<file path="src/rtl/gate_sweep_ctrl.sv">
// Gate sweep controller: drives the four 2-bit input vectors onto a gate under
// test, holds each for HOLD_CYCLES clocks, captures the gate output at the end
// of each hold window, and compares the captured truth table with EXPECTED.
// Optional feature macro: GATE_SWEEP_LOOP_EN (level-sensitive start with
// back-to-back sweeps). Without it, start is rising-edge detected.
module gate_sweep_ctrl #(
    parameter int unsigned HOLD_CYCLES = 100,
    parameter logic [3:0]  EXPECTED    = 4'b1000
) (
    input  logic       clk_i,
    input  logic       rst_ni,
    input  logic       start_i,
    output logic       dut_a_o,
    output logic       dut_b_o,
    input  logic       dut_c_i,
    output logic       busy_o,
    output logic       done_o,
    output logic       pass_o,
    output logic [3:0] result_o,
    output logic [2:0] err_cnt_o
);

    localparam logic [1:0] StIdle  = 2'd0;
    localparam logic [1:0] StDrive = 2'd1;
    localparam logic [1:0] StDone  = 2'd2;

    localparam logic [15:0] HoldLast = 16'(HOLD_CYCLES - 1);

    logic [1:0]  state_q, state_d;
    logic [1:0]  vec_q, vec_d;
    logic [15:0] cnt_q, cnt_d;
    logic [3:0]  result_q, result_d;
    logic        pass_q, pass_d;
    logic [2:0]  err_q, err_d;
    logic        dut_a_q, dut_a_d;
    logic        dut_b_q, dut_b_d;
    logic        start_go;
    logic        done_restart;
    logic        begin_sweep;

`ifdef GATE_SWEEP_LOOP_EN
    // Level-sensitive start; a held start chains sweeps directly from DONE.
    assign start_go     = start_i;
    assign done_restart = start_i;
`else
    logic start_prev_q;

    // Previous start level for rising-edge detection.
    always_ff @(posedge clk_i or negedge rst_ni) begin
        if (!rst_ni) begin
            start_prev_q <= 1'b0;
        end else begin
            start_prev_q <= start_i;
        end
    end

    assign start_go     = start_i & ~start_prev_q;
    assign done_restart = 1'b0;
`endif

    // Next-state logic: sweep sequencing, capture and result evaluation.
    always_comb begin
        state_d     = state_q;
        vec_d       = vec_q;
        cnt_d       = cnt_q;
        result_d    = result_q;
        pass_d      = pass_q;
        err_d       = err_q;
        dut_a_d     = dut_a_q;
        dut_b_d     = dut_b_q;
        begin_sweep = 1'b0;

        case (state_q)
            StIdle: begin
                begin_sweep = start_go;
            end
            StDrive: begin
                if (cnt_q == HoldLast) begin
                    cnt_d           = 16'd0;
                    result_d[vec_q] = dut_c_i;
                    vec_d           = vec_q + 2'd1;
                    if (vec_q == 2'd3) begin
                        state_d = StDone;
                        dut_a_d = 1'b0;
                        dut_b_d = 1'b0;
                        // result_d already holds the final capture here.
                        pass_d  = (result_d == EXPECTED);
                        if ((result_d != EXPECTED) && (err_q != 3'd7)) begin
                            err_d = err_q + 3'd1;
                        end
                    end else begin
                        dut_a_d = vec_d[1];
                        dut_b_d = vec_d[0];
                    end
                end else begin
                    cnt_d = cnt_q + 16'd1;
                end
            end
            StDone: begin
                state_d     = StIdle;
                begin_sweep = done_restart;
            end
            default: begin
                state_d = StIdle;
            end
        endcase

        if (begin_sweep) begin
            state_d  = StDrive;
            vec_d    = 2'd0;
            cnt_d    = 16'd0;
            result_d = 4'd0;
            pass_d   = 1'b0;
            dut_a_d  = 1'b0;
            dut_b_d  = 1'b0;
        end
    end

    // State registers with asynchronous clear.
    always_ff @(posedge clk_i or negedge rst_ni) begin
        if (!rst_ni) begin
            state_q  <= StIdle;
            vec_q    <= 2'd0;
            cnt_q    <= 16'd0;
            result_q <= 4'd0;
            pass_q   <= 1'b0;
            err_q    <= 3'd0;
            dut_a_q  <= 1'b0;
            dut_b_q  <= 1'b0;
        end else begin
            state_q  <= state_d;
            vec_q    <= vec_d;
            cnt_q    <= cnt_d;
            result_q <= result_d;
            pass_q   <= pass_d;
            err_q    <= err_d;
            dut_a_q  <= dut_a_d;
            dut_b_q  <= dut_b_d;
        end
    end

    assign dut_a_o   = dut_a_q;
    assign dut_b_o   = dut_b_q;
    assign busy_o    = (state_q == StDrive);
    assign done_o    = (state_q == StDone);
    assign pass_o    = pass_q;
    assign result_o  = result_q;
    assign err_cnt_o = err_q;

endmodule

</file>
<file path="config.mk">
export PLATFORM = sky130hd
export DESIGN_NAME = gate_sweep_ctrl
export DESIGN_NICKNAME = d
export VERILOG_FILES = /design/src/rtl/gate_sweep_ctrl.sv
export SDC_FILE = /design/constraint.sdc
export NUM_CORES = 1
export LEC_CHECK = 0
export CAP_MARGIN = 25
export CORE_ASPECT_RATIO = 1.2
export CORE_MARGIN = 5
export CORE_UTILIZATION = 57
export CTS_CLUSTER_SIZE = 20
export DETAILED_ROUTE_END_ITERATION = 16
export PLACE_DENSITY_LB_ADDON = 0.2
export SLEW_MARGIN = 0
export SYNTH_ARGS = -nofsm -noshare
export SYNTH_HDL_FRONTEND = slang
export SYNTH_SLANG_ARGS = --single-unit
</file>
<file path="constraint.sdc">
create_clock -name clk_i -period 2.1 [get_ports clk_i]
set_input_delay 0.315 -clock clk_i [delete_from_list [all_inputs] [get_ports clk_i]]
set_output_delay 0.315 -clock clk_i [all_outputs]
set_load 0.01 [all_outputs]
</file>
==> results.cfg, run 1 <==
[worst_setup_path]
crit_cells = 3
path_max_fanout = 14
cpMaxStageDelayCell = clkdlybuf4s50_1
criticalPathCategory = flip-flop to output port
rrSetupSlack_ps = 120
critPathTopFamily = buffers and inverters
slowest_delay_ps = 540
crit_path_end_kind = output port
crit-reg2reg-launch = vec_q[0]
crit_arrival_ps = 1700
cp.required_ps = 1780
crit_chain = nor2b_2 > buf_12 > clkdlybuf4s50_1
crit_path_start_kind = flip-flop
crit_buf_inv = 2
r2r_end = err_cnt_o[1]
reg2reg_depth = 6

[sta]
fin_crit_sh_pct = 96.2
hold_viol = 0
fin_setup_tns_ps = 0
fin_skew_ps = 13.3
tightest_slew_ps = 442
max_freq_mhz = 495
fin_crit_ps = 2020
final.setup.worst_slack_ps = 80.2
setup_viol = 0
slew-limit-headroom_pct = 70.3
rsz0062_at_grt = false
maxSlewViolCount = 0
hold_slack_ps = 356

[yosys]
syn_area_per_cell_um2 = 10.4
syn-cell-area_um2 = 1860
seq_area_frac_synth_pct = 41.6
async_flop_share_pct = 100
syn_inst = 179
synth_edf_count = 0
yosys_warnings = 0
synth_seq_cells = 31
syn-num-nets = 190
ys_types = 52
synth_ff_type = dfrtp_1

[place]
portBuffers = 15
placed_cell_area_um2 = 2150
placed_cells = 235
place_congestion = 0.871
place_ws_ps = 8.21
dpl.hpwl_um = 3290

[pwr]
switching_power_uw = 619
comb_power_share_pct = 23.2
swShare_pct = 33.9
pwr_density_cell_nw_per_um2 = 809
intPower_mw = 1.21
power.share.sequential_pct = 49.3
pwr-share-clk_pct = 27.4
ir_worst_vdd_v = 0.000671
leakagePower_nw = 0.952

[detailed_routing]
routedWlPerCell_um = 19.1
drc = 0
drt_wl_total_um = 4640
drt-initial-drc-count = 80
firstDrtPassIters = 4
vias = 1643
vias_per_cell = 6.76
drt.antenna.violating_nets = 0

[final_layout]
stdcell_count = 243
finalNetCount = 217
fill_cells = 226
diodes = 0
final_layout_size_suffix_gt1_share_pct = 19.3
fin_area_um2 = 2260
layout_commonest_cell = dfrtp_1
syn_to_final_growth_pct = 21.2
mostFrequentLayoutCells = dfrtp_1 (29), clkdlybuf4s50_1 (15), buf_4 (14)

[clocking]
cts.sinks = 31
cts_tree = done
clockBufferDepth = 2
post_cts_buffers = 0
cts-buffers-inserted = 5
ctsHoldBuffers = 0
root_buffer = clkbuf_4
clock_latency_ps = 340
clk_pin_slew_ps = 110
htree_levels = 2

[grt]
grtUsageMet2_pct = 40.8
grtUsageMet1_pct = 25.0
grt-busiest-layer = met2
grt_max_degree = 32
grt-ovfl-total = 0
grt_pass1_wl_um = 8160
track_usage_pct = 22.4
grt_pass1_vias = 1738
antenna_found_initial = 0
grt_use_met3_pct = 5.08

[die]
die_area_um2 = 4520
start_util_pct = 59.9
io_pins = 16
dieHeight_um = 72.6
core_area_um2 = 3110
fp-row-count = 22
die_w_um = 62.2

[run_status]
status = finished clean

[run]
cap_violations = 0

[min_path]
hold_class = primary input to asynchronous set/reset pin
==> cells in the mapped netlist (4+ instances only) <==
cell type	count	area, um^2
dfrtp_1	31	776
a31oi_1	11	68.8
ha_1	7	87.6
o31ai_1	5	37.5
inv_1	7	26.3
buf_2	5	25.0
a32o_1	4	40.0
a21oi_1	6	30.0
or4_1	4	30.0
nor2_1	5	18.8
nand2_1	12	45.0
clkbuf_1	4	15.0
nor2b_1	5	31.3
nand3_1	10	50.1
o21ai_1	4	20.0
==> per-stage QoR <==
stage / utilization, % / power (mW)
after floorplan: - / 1.16
after global placement: 69.1 / 1.30
after detailed placement: 69.1 / 1.32
after CTS: 71.9 / 1.82
after global routing: 72.6 / 1.94
final: 72.6 / 1.83
==> what timing repair did <==
item	CTS	global route
resized for setup	1	4
hold endpoints to repair	0	0
setup endpoints to repair	1	10
==> logic make-up (layout without fill, tap and decap cells) <==
family	Yosys count	after routing	share of synthesized area [%]
xor+xnor	1	1	0.470
compound gates	50	50	20.3
buf+inv	18	46	4.36
mux	6	6	3.49
flops	31	31	41.6
simple gates	66	66	25.1
fa+ha+maj	7	7	4.70
==> worst max-delay path by stage <==
stage                     startpoint          end  slack (ps)
final                     state_q[1]       busy_o          80
after global routing      state_q[1]       busy_o          10
after CTS                 state_q[1]       busy_o          30
after detailed placement     start_i      dut_b_o           8
after global placement       start_i      dut_b_o          40
after floorplan             cnt_q[0]  result_o[1]         220
==> power groups by stage <==
stage	Combinational (mW)	Sequential [mW]	Clock, mW
global route	0.480	0.925	0.533
detailed placement	0.418	0.906	0
finish	0.424	0.901	0.501
floorplan	0.301	0.858	0
CTS	0.420	0.896	0.503
global placement	0.398	0.901	0
==> area by class of cell <==
type | count | area, um^2 | share of cell area (%)
Sequential cell | 31 | 778 | 34.5
Multi-Input combinational cell | 130 | 1030 | 45.5
Clock buffer | 6 | 51.3 | 2.27
Inverter | 7 | 26.3 | 1.16
Clock inverter | 2 | 35.0 | 1.55
Tap cell | 36 | 45.0 | 2.00
Timing Repair Buffer | 31 | 295 | 13.1
==> sequential cells by signal, indices dropped and copies added (netlist names) <==
name,cells
cnt_q,16
result_o,4
err_cnt_o,3
state_q,2
vec_q,2
dut_a_o,1
dut_b_o,1
pass_o,1
start_prev_q,1
==> per-layer routing <==
metal | up-vias | part of all wire (%)
li1 | 755 | -
met1 | 820 | 40
met2 | 59 | 53
met3 | 9 | 5.4
met4 | 0 | 1.9
met5 | - | 0
Power figures use the tool's default switching activity.
==> inputs of run 2 (changes only) <==
--- a/config.mk
+++ b/config.mk
@@ -5,6 +5,7 @@
 export SDC_FILE = /design/constraint.sdc
 export NUM_CORES = 1
 export LEC_CHECK = 0
+export ABC_AREA = 1
 export CAP_MARGIN = 25
 export CORE_ASPECT_RATIO = 1.2
 export CORE_MARGIN = 5
==> constraint.sdc (replaced) <==
create_clock -name clk_i -period 2.15 [get_ports clk_i]
set_input_delay 0.3225 -clock clk_i [delete_from_list [all_inputs] [get_ports clk_i]]
set_output_delay 0.3225 -clock clk_i [all_outputs]
set_load 0.01 [all_outputs]
==> run 2 against run 1 <==
Compared with the run above:
- sequential share of layout area increased by 0.95 points
- critical path depth grew 1
- setup slack improved by 150 ps
- count of clock-buffer cells in the layout is 1 lower
- largest cell class unchanged
- largest power group unchanged
==> results.cfg, run 2 <==
[yosys]
yosysTopAreaCell = dfrtp_1
yosys_warnings = 0
seq_area_frac_synth_pct = 39.9
synth_edf_count = 0
yosysMostFrequentCell = nand2_1
synth.area.top_cells = dfrtp_1 (40%), nand2_1 (13%), nor2_1 (5.4%)
syn_inst = 242
synth_seq_cells = 31
ys_types = 27
synth_top_area_share_pct = 39.9
syn-num-nets = 253
synth_ff_type = dfrtp_1
yosys-top-cells-count = nand2_1 (66), dfrtp_1 (31), nor2_1 (28)
async_flop_share_pct = 100
syn-cell-area_um2 = 1940
syn_area_per_cell_um2 = 8.02

[pwr]
switching_power_uw = 774
pwr_density_cell_nw_per_um2 = 921
swShare_pct = 38.4
power.share.sequential_pct = 41.7
comb_power_share_pct = 36.4
leakagePower_nw = 1.08
intPower_mw = 1.24
ir_worst_vdd_v = 0.000629
pwr-share-clk_pct = 21.9

[sta]
slew-limit-headroom_pct = 72.7
tightest_slew_ps = 410
rsz0062_at_grt = false
max_freq_mhz = 520
fin_skew_ps = 5.05
maxSlewViolCount = 0
fin_crit_sh_pct = 89.4
fin_setup_tns_ps = 0
fin_crit_ps = 1920
hold_viol = 0
setup_viol = 0

[grt]
track_usage_pct = 18.4
grtUsageMet1_pct = 21.2
grtUsageMet2_pct = 32.8
grt-busiest-layer = met2
grt_pass1_wl_um = 6800
grt_pass1_vias = 1549
grt_use_met3_pct = 4.83
grt_max_degree = 32
antenna_found_initial = 0
grt-ovfl-total = 0

[worst_setup_path]
cp.required_ps = 1830
cpMaxStageDelayCell = clkdlybuf4s50_1
r2r_end = err_cnt_o[2]
path_max_fanout = 5
crit-reg2reg-launch = vec_q[1]
crit_path_start_kind = flip-flop
slowest_delay_ps = 560
reg2reg_depth = 8
crit_path_end_kind = output port
critical_path.most_common_cell = inv_1
startpoint = state_q[1]
cp-endpoint = busy_o
crit_arrival_ps = 1600
criticalPathCategory = flip-flop to output port
rrSetupSlack_ps = 500
crit_chain = inv_1 > nand2_2 > inv_1 > clkdlybuf4s50_1

[clocking]
root_buffer = clkbuf_8
clk_pin_slew_ps = 70
cts-buffers-inserted = 5
ctsResizeCount = 0
htree_levels = 2
cts_tree = done
clock_latency_ps = 280
ctsHoldBuffers = 0
cts.sinks = 31
post_cts_buffers = 0
clockBufferDepth = 2

[detailed_routing]
drt-initial-drc-count = 81
firstDrtPassIters = 4
routedWlPerCell_um = 12.8
drt_wl_total_um = 3850
vias = 1573
drt.antenna.violating_nets = 0
drc = 0
vias_per_cell = 5.24

[final_layout]
final_layout_size_suffix_gt1_share_pct = 19.4
syn_to_final_growth_pct = 12.8
largest_reg_flops = 16
diodes = 0
regMostFlops = cnt_q
layout_commonest_cell = nand2_1
stdcell_count = 300
mostFrequentLayoutCells = nand2_1 (66), dfrtp_1 (31), nor2_1 (28)
finalNetCount = 273

[die]
dieHeight_um = 73.9
die_w_um = 63.3
start_util_pct = 58.7
core_area_um2 = 3310
fp-row-count = 23
die_area_um2 = 4680
io_pins = 16

[place]
portBuffers = 15
dpl.hpwl_um = 2880
place_congestion = 0.816
placed_cells = 292

[min_path]
hold_class = primary input to asynchronous set/reset pin

[run_status]
status = finished clean

[run]
cap_violations = 0
-- run 2: critical path: cells and delay by family (launching register included) --
kind,cells,cell delay (ps)
flip-flops,1,390
AND/OR/NAND/NOR,1,140
buffers and inverters,3,800
-- run 2: final cells by class --
class / instances / area [um^2]
fillers: 291 / 1120
multi-input cells: 178 / 1010
flip-flops and latches: 31 / 776
repair buffers: 17 / 165
inverters: 29 / 110
clock buffers: 5 / 68.8
well taps: 37 / 46.3
clock inverters: 3 / 15.0
-- run 2: how the worst min path moves through the flow --
stage,startpoint,end,slack [ps]
2_1_floorplan,rst_ni,cnt_q[0],30
3_3_place_gp,dut_a_o,dut_a_o,460
3_5_place_dp,dut_a_o,dut_a_o,470
4_1_cts,rst_ni,dut_b_o,460
5_1_grt,rst_ni,dut_b_o,470
6_report,rst_ni,dut_b_o,440
-- run 2: per-stage QoR --
stage                     util [%]  hold WS [ps]  instance area [um^2]  setup slack [ps]  power (mW)
after floorplan                  -          26.9                  1940               704        1.36
after global placement        63.6           465                  2110               368        1.58
after detailed placement      63.6           468                  2110               335        1.60
after CTS                     66.2           456                  2190               213        2.05
after global routing          66.2           467                  2190               155        2.20
final                         66.2           439                  2190               229        2.02
-- run 2: per-layer routing --
layer | share of wire [%] | vias up
met5 | 0 | -
met4 | 1.4 | 0
met3 | 3.9 | 6
met2 | 52 | 27
met1 | 42 | 741
li1 | - | 799
-- run 2: kinds of logic after synthesis --
| kind of cell | after synthesis | share of synthesized area, % |
|---|---|---|
| AOI/OAI and AO/OA | 18 | 6.83 |
| xor gates and xnor gates | 3 | 1.35 |
| buffers and inverters | 33 | 8.12 |
| DFF | 31 | 39.9 |
| adders and majority gates | 7 | 4.51 |
| and+or+nand+nor | 150 | 39.2 |
-- run 2: power by group through the flow --
stage	combinational, mW	sequential, mW	clock, mW
6_report	0.735	0.841	0.441
5_1_grt	0.841	0.869	0.491
4_1_cts	0.746	0.842	0.458
3_5_place_dp	0.743	0.853	0
3_3_place_gp	0.726	0.852	0
2_1_floorplan	0.505	0.854	0
